### src/rtl/capture_ctrl.sv
// Capture sequencer for the circular sample RAM. Keeps pre-trigger history, stores the
// trigger word and the post-trigger words, then reports where the valid window sits.

module capture_lane #(
  parameter int VEC_W = 8
) (
  input  logic             clk,
  input  logic             rst,
  input  logic [VEC_W-1:0] d,
  output logic [VEC_W-1:0] q
);
  always_ff @(posedge clk or posedge rst)
    if (rst) q <= '0;
    else     q <= d;
endmodule

module capture_ctrl #(
  parameter int ADDR_W = 10
) (
  input  logic              clk,
  input  logic              rst,
  input  logic              arm,
  input  logic              abort,
  input  logic [ADDR_W-1:0] pre_words,
  input  logic [ADDR_W-1:0] post_words,
  input  logic [31:0][7:0]  wr_states,
  input  logic              trig_valid,
  input  logic [2:0]        trig_pos,
  output logic              mem_we,
  output logic [ADDR_W-1:0] mem_addr,
  output logic [31:0][7:0]  mem_wdata,
  output logic [2:0]        state,
  output logic              done,
  output logic [ADDR_W-1:0] trig_addr,
  output logic [2:0]        trig_sub,
  output logic [ADDR_W-1:0] start_addr,
  output logic [ADDR_W:0]   cap_len
);
  localparam int NUM_LANES = 32;
  localparam int VEC_W     = 8;

  typedef enum logic [2:0] {
    IDLE = 3'd0, PRETRIG = 3'd1, WAIT_TRIG = 3'd2, POSTTRIG = 3'd3, DONE = 3'd4
  } state_t;

  state_t            st_q, st_d;
  logic [ADDR_W-1:0] wr_ptr, fill_cnt, post_cnt, pre_eff, post_eff;
  logic [ADDR_W-1:0] ptr_nxt, fill_nxt, post_nxt, pre_lim, pre_clamp, trig_src;
  logic              capturing, enter_done;

  // One-cycle delay so each word lines up with the registered trigger that refers to it.
  for (genvar i = 0; i < NUM_LANES; i++) begin : g_lane
    capture_lane #(.VEC_W(VEC_W)) u_lane (
      .clk (clk),
      .rst (rst),
      .d   (wr_states[i]),
      .q   (mem_wdata[i])
    );
  end

  // post_words can never exceed DEPTH-1, so only pre needs clamping: DEPTH-1-post == ~post.
  assign pre_lim   = ~post_words;
  assign pre_clamp = (pre_words > pre_lim) ? pre_lim : pre_words;

  assign ptr_nxt   = wr_ptr + 1'b1;
  assign fill_nxt  = fill_cnt + 1'b1;
  assign post_nxt  = post_cnt + 1'b1;
  assign capturing = (st_q == PRETRIG && pre_eff != '0) || st_q == WAIT_TRIG || st_q == POSTTRIG;
  assign trig_src  = (st_q == WAIT_TRIG) ? wr_ptr : trig_addr;
  assign enter_done = (st_d == DONE) && (st_q != DONE);

  assign state    = st_q;
  assign mem_we   = capturing;
  assign mem_addr = capturing ? wr_ptr : '0;

  always_comb begin
    st_d = st_q;
    case (st_q)
      IDLE, DONE: if (arm) st_d = PRETRIG;
      PRETRIG:    if (!capturing || fill_nxt == pre_eff) st_d = WAIT_TRIG;
      WAIT_TRIG:  if (trig_valid) st_d = (post_eff == '0) ? DONE : POSTTRIG;
      POSTTRIG:   if (post_nxt == post_eff) st_d = DONE;
      default:    st_d = IDLE;
    endcase
    if (abort) st_d = IDLE;
  end

  always_ff @(posedge clk or posedge rst) begin
    if (rst) begin
      st_q       <= IDLE;
      wr_ptr     <= '0;
      fill_cnt   <= '0;
      post_cnt   <= '0;
      pre_eff    <= '0;
      post_eff   <= '0;
      trig_addr  <= '0;
      trig_sub   <= '0;
      start_addr <= '0;
      cap_len    <= '0;
      done       <= 1'b0;
    end else begin
      st_q <= st_d;
      if (abort) begin
        trig_addr  <= '0;
        trig_sub   <= '0;
        start_addr <= '0;
        cap_len    <= '0;
        done       <= 1'b0;
      end else begin
        case (st_q)
          IDLE, DONE: if (arm) begin
            post_eff   <= post_words;
            pre_eff    <= pre_clamp;
            wr_ptr     <= '0;
            fill_cnt   <= '0;
            start_addr <= '0;
            cap_len    <= '0;
            done       <= 1'b0;
          end
          PRETRIG: if (capturing) begin
            wr_ptr   <= ptr_nxt;
            fill_cnt <= fill_nxt;
          end
          WAIT_TRIG: begin
            wr_ptr <= ptr_nxt;
            if (trig_valid) begin
              trig_addr <= wr_ptr;
              trig_sub  <= trig_pos;
              post_cnt  <= '0;
            end
          end
          POSTTRIG: begin
            wr_ptr   <= ptr_nxt;
            post_cnt <= post_nxt;
          end
          default: ;
        endcase
        if (enter_done) begin
          done       <= 1'b1;
          start_addr <= trig_src - pre_eff;
          cap_len    <= {1'b0, pre_eff} + {1'b0, post_eff} + (ADDR_W+1)'(1);
        end
      end
    end
  end
endmodule

### config.mk
export PLATFORM = sky130hd
export DESIGN_NAME = capture_ctrl
export DESIGN_NICKNAME = d
export VERILOG_FILES = /design/src/rtl/capture_ctrl.sv
export SDC_FILE = /design/constraint.sdc
export NUM_CORES = 1
export LEC_CHECK = 0
export ABC_AREA = 0
export ABC_CLOCK_PERIOD_IN_PS = 3900
export BUFFER_PORTS_ARGS = -buffer_cell sky130_fd_sc_hd__clkbuf_2
export CAP_MARGIN = 20
export CORE_AREA = 2 2 230 232
export DETAILED_ROUTE_END_ITERATION = 7
export DIE_AREA = 0 0 232 234
export HOLD_SLACK_MARGIN = 0.15
export SKIP_LAST_GASP = 1
export SYNTH_ARGS = -nofsm -noshare
export SYNTH_HDL_FRONTEND = slang
export SYNTH_HIERARCHICAL = 1
export SYNTH_SLANG_ARGS = --single-unit
### constraint.sdc
create_clock -name clk -period 3.9 [get_ports clk]
set_input_delay 0.78 -clock clk [delete_from_list [all_inputs] [get_ports clk]]
set_output_delay 0.78 -clock clk [all_outputs]
set_load 0.02 [all_outputs]
Word level (Yosys, flattened, before mapping). Cells that the tools add are included.

Bits in latches: 0. Register bits: 344. Output and inout bits: 305. RAM bits: 0. Memory bits (read-only): 0. Input port bits: 284. Memories kept: 0.

Bitwise logic cells: 2. Mux-type cells: 34. Shift operators: 0. Add/sub/neg operators: 6. Divide/modulo/power cells: 0. Equality and inequality tests: 11. Magnitude comparators: 1. Multiply operators: 0. Reductions and logical operators: 24.

Operators by type and width (count): $mux 10 (13); $mux 11 (4); $pmux 10 s2 (2); $add 10x1->10 const B (3); $pmux 10 s3 (1); $mux 3 (9); $eq 10x10->1 (2); $pmux 3 s4 (1); $add 10x10->11 (1); $add 11x1->11 const B (1); $gt 10x10->1 (1); $logic_not 10->1 (1); $not 10->10 (1); $reduce_bool 10->1 (1); $sub 10x10->10 (1); $reduce_bool 3->1 (3); $reduce_and 4->1 (2); $reduce_bool 2->1 (4); $eq 3x2->1 const B (2); $eq 3x3->1 const B (2); $ne 2x2->1 const B (3); $reduce_and 3->1 (2); $mux 1 (4); $reduce_and 2->1 (2); other kinds (8) (12).

Longest topological paths before layout.
Depth in word-level cells: 13. Depth in mapped cells: 13. Depth with buffers taken out: 11.

Cells and area by module. The synthesis kept the hierarchy.

Modules (own cells, without submodules): capture_lane (area each 203.9 um^2, sequential area each 200.2 um^2, instances 32, cells an instance 9); capture_ctrl (area each 5775.5 um^2, sequential area each 2202.1 um^2, instances 1, cells an instance 638).

Worst setup path before layout. OpenSTA, ideal clock, no wires.

Kind: reg2reg. Start point: register st_q[0], in the netlist state[0]. End point: register start_addr[9]. Data arrival time: 3037 ps. Library setup time: 79 ps. Slack: 784 ps. Clock period less this slack: 3116 ps. Stages on the path, launching flop included: 13. Buffers on the path: 2. Required time: 3821 ps. Cells stage by stage: dfrtp_1 clkbuf_8 nor3b_1 clkbuf_1 mux2_2 ha_1 o21ai_0 a21oi_1 o31ai_1 a21oi_1 o21ai_0 a211o_1 mux2i_1.

Longest elaborated chain between the ends: 13. Elaborated cells on any way between the ends: 27. Those cells by class: add/sub: 1; eq/ne: 6; mux: 9; reduce/logical: 11.

RTL lines: start: declaration (line 46) `state_t st_q, st_d;`; start signal: assignment (line 102) `st_q <= st_d;`; $eq 3x1->1 (line 68, 78); $logic_and 1x1->1 (line 68) `assign capturing = (st_q == PRETRIG && pre_eff != '0) || st_q == WAIT_TRIG || st_q == POSTTRIG;`; $logic_or 1x1->1 (2 in series) (line 68); $logic_not 1->1 (line 80) `PRETRIG: if (!capturing || fill_nxt == pre_eff) st_d = WAIT_TRIG;`; $logic_or 1x1->1 (line 80); $mux 3 (line 80); $pmux 3 s4 (line 78) `case (st_q)`; $mux 3 (line 85) `if (abort) st_d = IDLE;`; $eq 3x3->1 (line 70) `assign enter_done = (st_d == DONE) && (st_q != DONE);`; $logic_and 1x1->1 (line 70); $reduce_bool 3->1 (no line) / $mux 10 (equally long branches); $reduce_and 2->1 (no line) / $mux 10 (equally long branches); end signal: assignment (line 140) `start_addr <= trig_src - pre_eff;`; end: declaration (line 36) `output logic [ADDR_W-1:0] start_addr,`.

Parallel ways exist; a longest one is shown, timed or not. A chain may end at the register's enable or synchronous reset.

Worst setup path in the final report.
Start point: register st_q[0], in the netlist state[0]. End point: output mem_addr[4].

Longest elaborated chain between the ends: 5. Elaborated cells on any way between the ends: 7. Those cells by class: eq/ne: 3; mux: 1; reduce/logical: 3.

RTL lines: $eq 3x1->1 (line 68); $logic_and 1x1->1 (line 68); $logic_or 1x1->1 (line 68); $logic_or 1x1->1 (*) (line 68); $mux 10 (*) (line 74) `assign mem_addr = capturing ? wr_ptr : '0;`; end: declaration (line 30) `output logic [ADDR_W-1:0] mem_addr,`.

Mark *: on every way between the ends. The rest lies on a longest branch, timed or not.

==> results.md <==
- Largest net degree at the start of global routing: 47
- Synth cell count leaders: dfrtp_1, nand2_1, o21ai_0, inv_1, nor2_1
- Area growth from synthesis to layout: 41.8%
- # setup viols final: 0
- Max Clock Freq: 332 MHz
- CP max stage delay: 510 ps
- Vias per inst: 4.29
- Fin crit share: 0.772
- Worst r2r path cells: 11
- Row count: 84
- Crit-path cells: inv_1 -> a41o_1 -> a21oi_1 -> buf_4 -> and2_1 -> clkbuf_2
- Crit Path Category: flop to output pin
- FF-to-FF End: start_addr[9]
- Count leader, synth: dfrtp_1
- Post-route design area: 17,400 um2
- Antenna violations before repair: 36
- Leak: 9.13 nW
- Post-synthesis async set-or-reset flop share: 1.00
- Die X-Extent: 232 um
- Cell count after placement: 2,183
- Yosys top cell by area: dfrtp_1
- Global-route usage over all layers: 0.199
- Worst Path Max Fanout: 12
- Int Pwr: 7.21 mW
- DIE AREA: 54,300 um2
- # resized after CTS: 0
- Reg power frac: 0.404
- Max stage delay cell, worst path: dfrtp_1
- Final non-filler cell total: 2,266
- # DRC: 0
- Seq cells post-synth: 344
- Critical Path Stages: 6
- Max IR drop VDD: 0.000294 V
- Ratio of cells with drive above 1 in the final layout: 0.435
- Max Cap Viol: 0
- TritonRoute pass-1 iters: 5
- PD cells: 603 nW/um2
- GRT overflow: 0
- Post-CTS Setup Bufs: 0
- Syn_nets: 1,244
- Wirelength per Cell: 24.6 um
- Final Hold Viols: 0
- Initial Utilization: 0.236
- Clock Sinks: 344
- Num CTS Buffers: 39
- Switching Power: 3.30 mW
- Clk pwr share: 0.368
- Final hold slack: 339 ps
- Pwr Total: 10.5 mW
- Status: complete, no violations
- Dpl hpwl: 47,600 um
- Worst skew pair latency: 540 ps
- Synth cell types: 64
- First-pass GRT wire length: 74,800 um
- CTS clock-pin slew for the worst setup and hold paths: 60 ps
- Sequential area share after synthesis: 0.700
- Htree depth: 2
- Routability cong.: 0.938
- Clk buf depth: 3
- Mapped cell area: 12,300 um2
- Number of global-route vias before repair: 9,797
- HP Class: input port to flop
- Hold depth: 1
- Number of DRC markers in iteration 0: 379
- Yosys warns: 6
- Setup TNS: 0 ps
- WP data arrival: 2230 ps
- CTS tree: built
- Combinational share of power: 0.228
- Dpl cell area: 16,000 um2
- Worst Hold Launch: wr_states[252]
- Clk_skew: 12.9 ps
- Relative slew slack: 0.393
- Reg2Reg Launch Point: state[0]
- Sw Share: 0.314
- Die Y: 234 um
- Mapped Cells: 926
- Max-slew violations: 0
- Cts hold-fix bufs: 0
- Critical path required time: 3120 ps
- Yosys top cell area share: 0.700
- Syn_area_per_cell: 13.3 um2
- EDFF count, synth: 0
- Ranking of synthesized cells by area: dfrtp_1, ha_1, mux2i_1, o21ai_0, nand2_1
- IO Port Bufs: 588
- R2R Setup Slk: 890 ps
- Hold Path Sink: g_lane[31].u_lane/q[4]
- Vias: 9,711
- Fill cell count: 5,304
- RSZ-0062 raised after global routing: false
- Post-route ant nets: 0
- Core area: 52,000 um2
- Crit path launch type: flop
- Top-level I/O count: 589
- Worst path top cell family by delay: buffers and inverters
- Bufs and invs on worst path: 3
- Worst-Margin Slew: 910 ps
- Root Driver: clkbuf_16
- Final Net Count: 1,854
- DRT Wirelength: 55,700 um
- Post-synth top flop: dfrtp_1
- Crit end category: output pin
- Fin crit period: 3010 ps
==> worst max-delay path by stage <==
stage	from	endpoint	slack [ps]
2_1_floorplan	state[0]	start_addr[9]	780
3_3_place_gp	state[0]	start_addr[9]	980
3_5_place_dp	state[0]	start_addr[9]	950
4_1_cts	state[0]	mem_addr[4]	840
5_1_grt	state[0]	start_addr[9]	610
6_report	state[0]	mem_addr[4]	890
==> power by group through the flow <==
stage          Clock [mW]  Sequential (mW)  Combinational, mW
2_1_floorplan           0             4.31               1.43
3_3_place_gp            0             4.30               2.37
3_5_place_dp            0             4.31               2.39
4_1_cts              3.98             4.24               2.40
5_1_grt              4.14             4.28               2.67
6_report             3.86             4.25               2.40
==> cell families (layout without fill, tap and decap cells) <==
family	count (synthesis)	in the layout	share of synthesized area
and+or+nand+nor	218	218	0.0876
xor gates and xnor gates	41	41	0.0292
other	0	16	0
AOI/OAI and AO/OA	151	151	0.0785
buffers and inverters	95	731	0.0334
DFF	344	344	0.700
muxes	43	43	0.0358
adders and majority gates	34	34	0.0358
==> layer usage <==
metal / track usage / part of all wire / wire length (um)
met3: 0.105 / 0.12 / 6550
met2: 0.322 / 0.48 / 27000
met4: 0.0803 / 0.031 / 1730
met5: 0 / 0.0034 / 189
met1: 0.220 / 0.36 / 20200
==> area by class of cell <==
class / instances / area (um2) / area share
well taps: 688 / 861 / 0.0494
multi-input cells: 487 / 3290 / 0.189
clock inverters: 15 / 255 / 0.0146
repair buffers: 599 / 3040 / 0.174
inverters: 65 / 245 / 0.0141
diodes: 16 / 40.0 / 0.00230
flip-flops and latches: 344 / 8610 / 0.494
clock buffers: 52 / 1110 / 0.0634
==> stage by stage <==
stage          setup WS, ps  utilization
4_1_cts                 842        0.335
6_report                890        0.335
2_1_floorplan           784            -
3_5_place_dp            948        0.308
3_3_place_gp            980        0.308
5_1_grt                 608        0.335
==> registers in the layout (all words and copies together), names as in the netlist <==
| name | count |
|---|---|
| cap_len | 11 |
| done | 1 |
| fill_cnt | 10 |
| g_lane.u_lane/q | 256 |
| post_cnt | 10 |
| post_eff | 10 |
| pre_eff | 10 |
| start_addr | 10 |
| state | 3 |
| trig_addr | 10 |
| trig_sub | 3 |
| wr_ptr | 10 |
==> cell usage in the layout (no fill, tap or decap), drive strengths merged, types with 9 or more instances in the layout <==
cell	n
a21oi	16
nor2	42
nand2	76
xnor2	17
o21ai	71
nand2b	9
clkbuf	640
nand4	11
o21a	9
inv	65
dfrtp	344
diode	16
a22o	15
and2	13
xor2	24
nor3	12
mux2i	35
ha	32
nand3	14
buf	11
(Power assumes the default switching activity.)
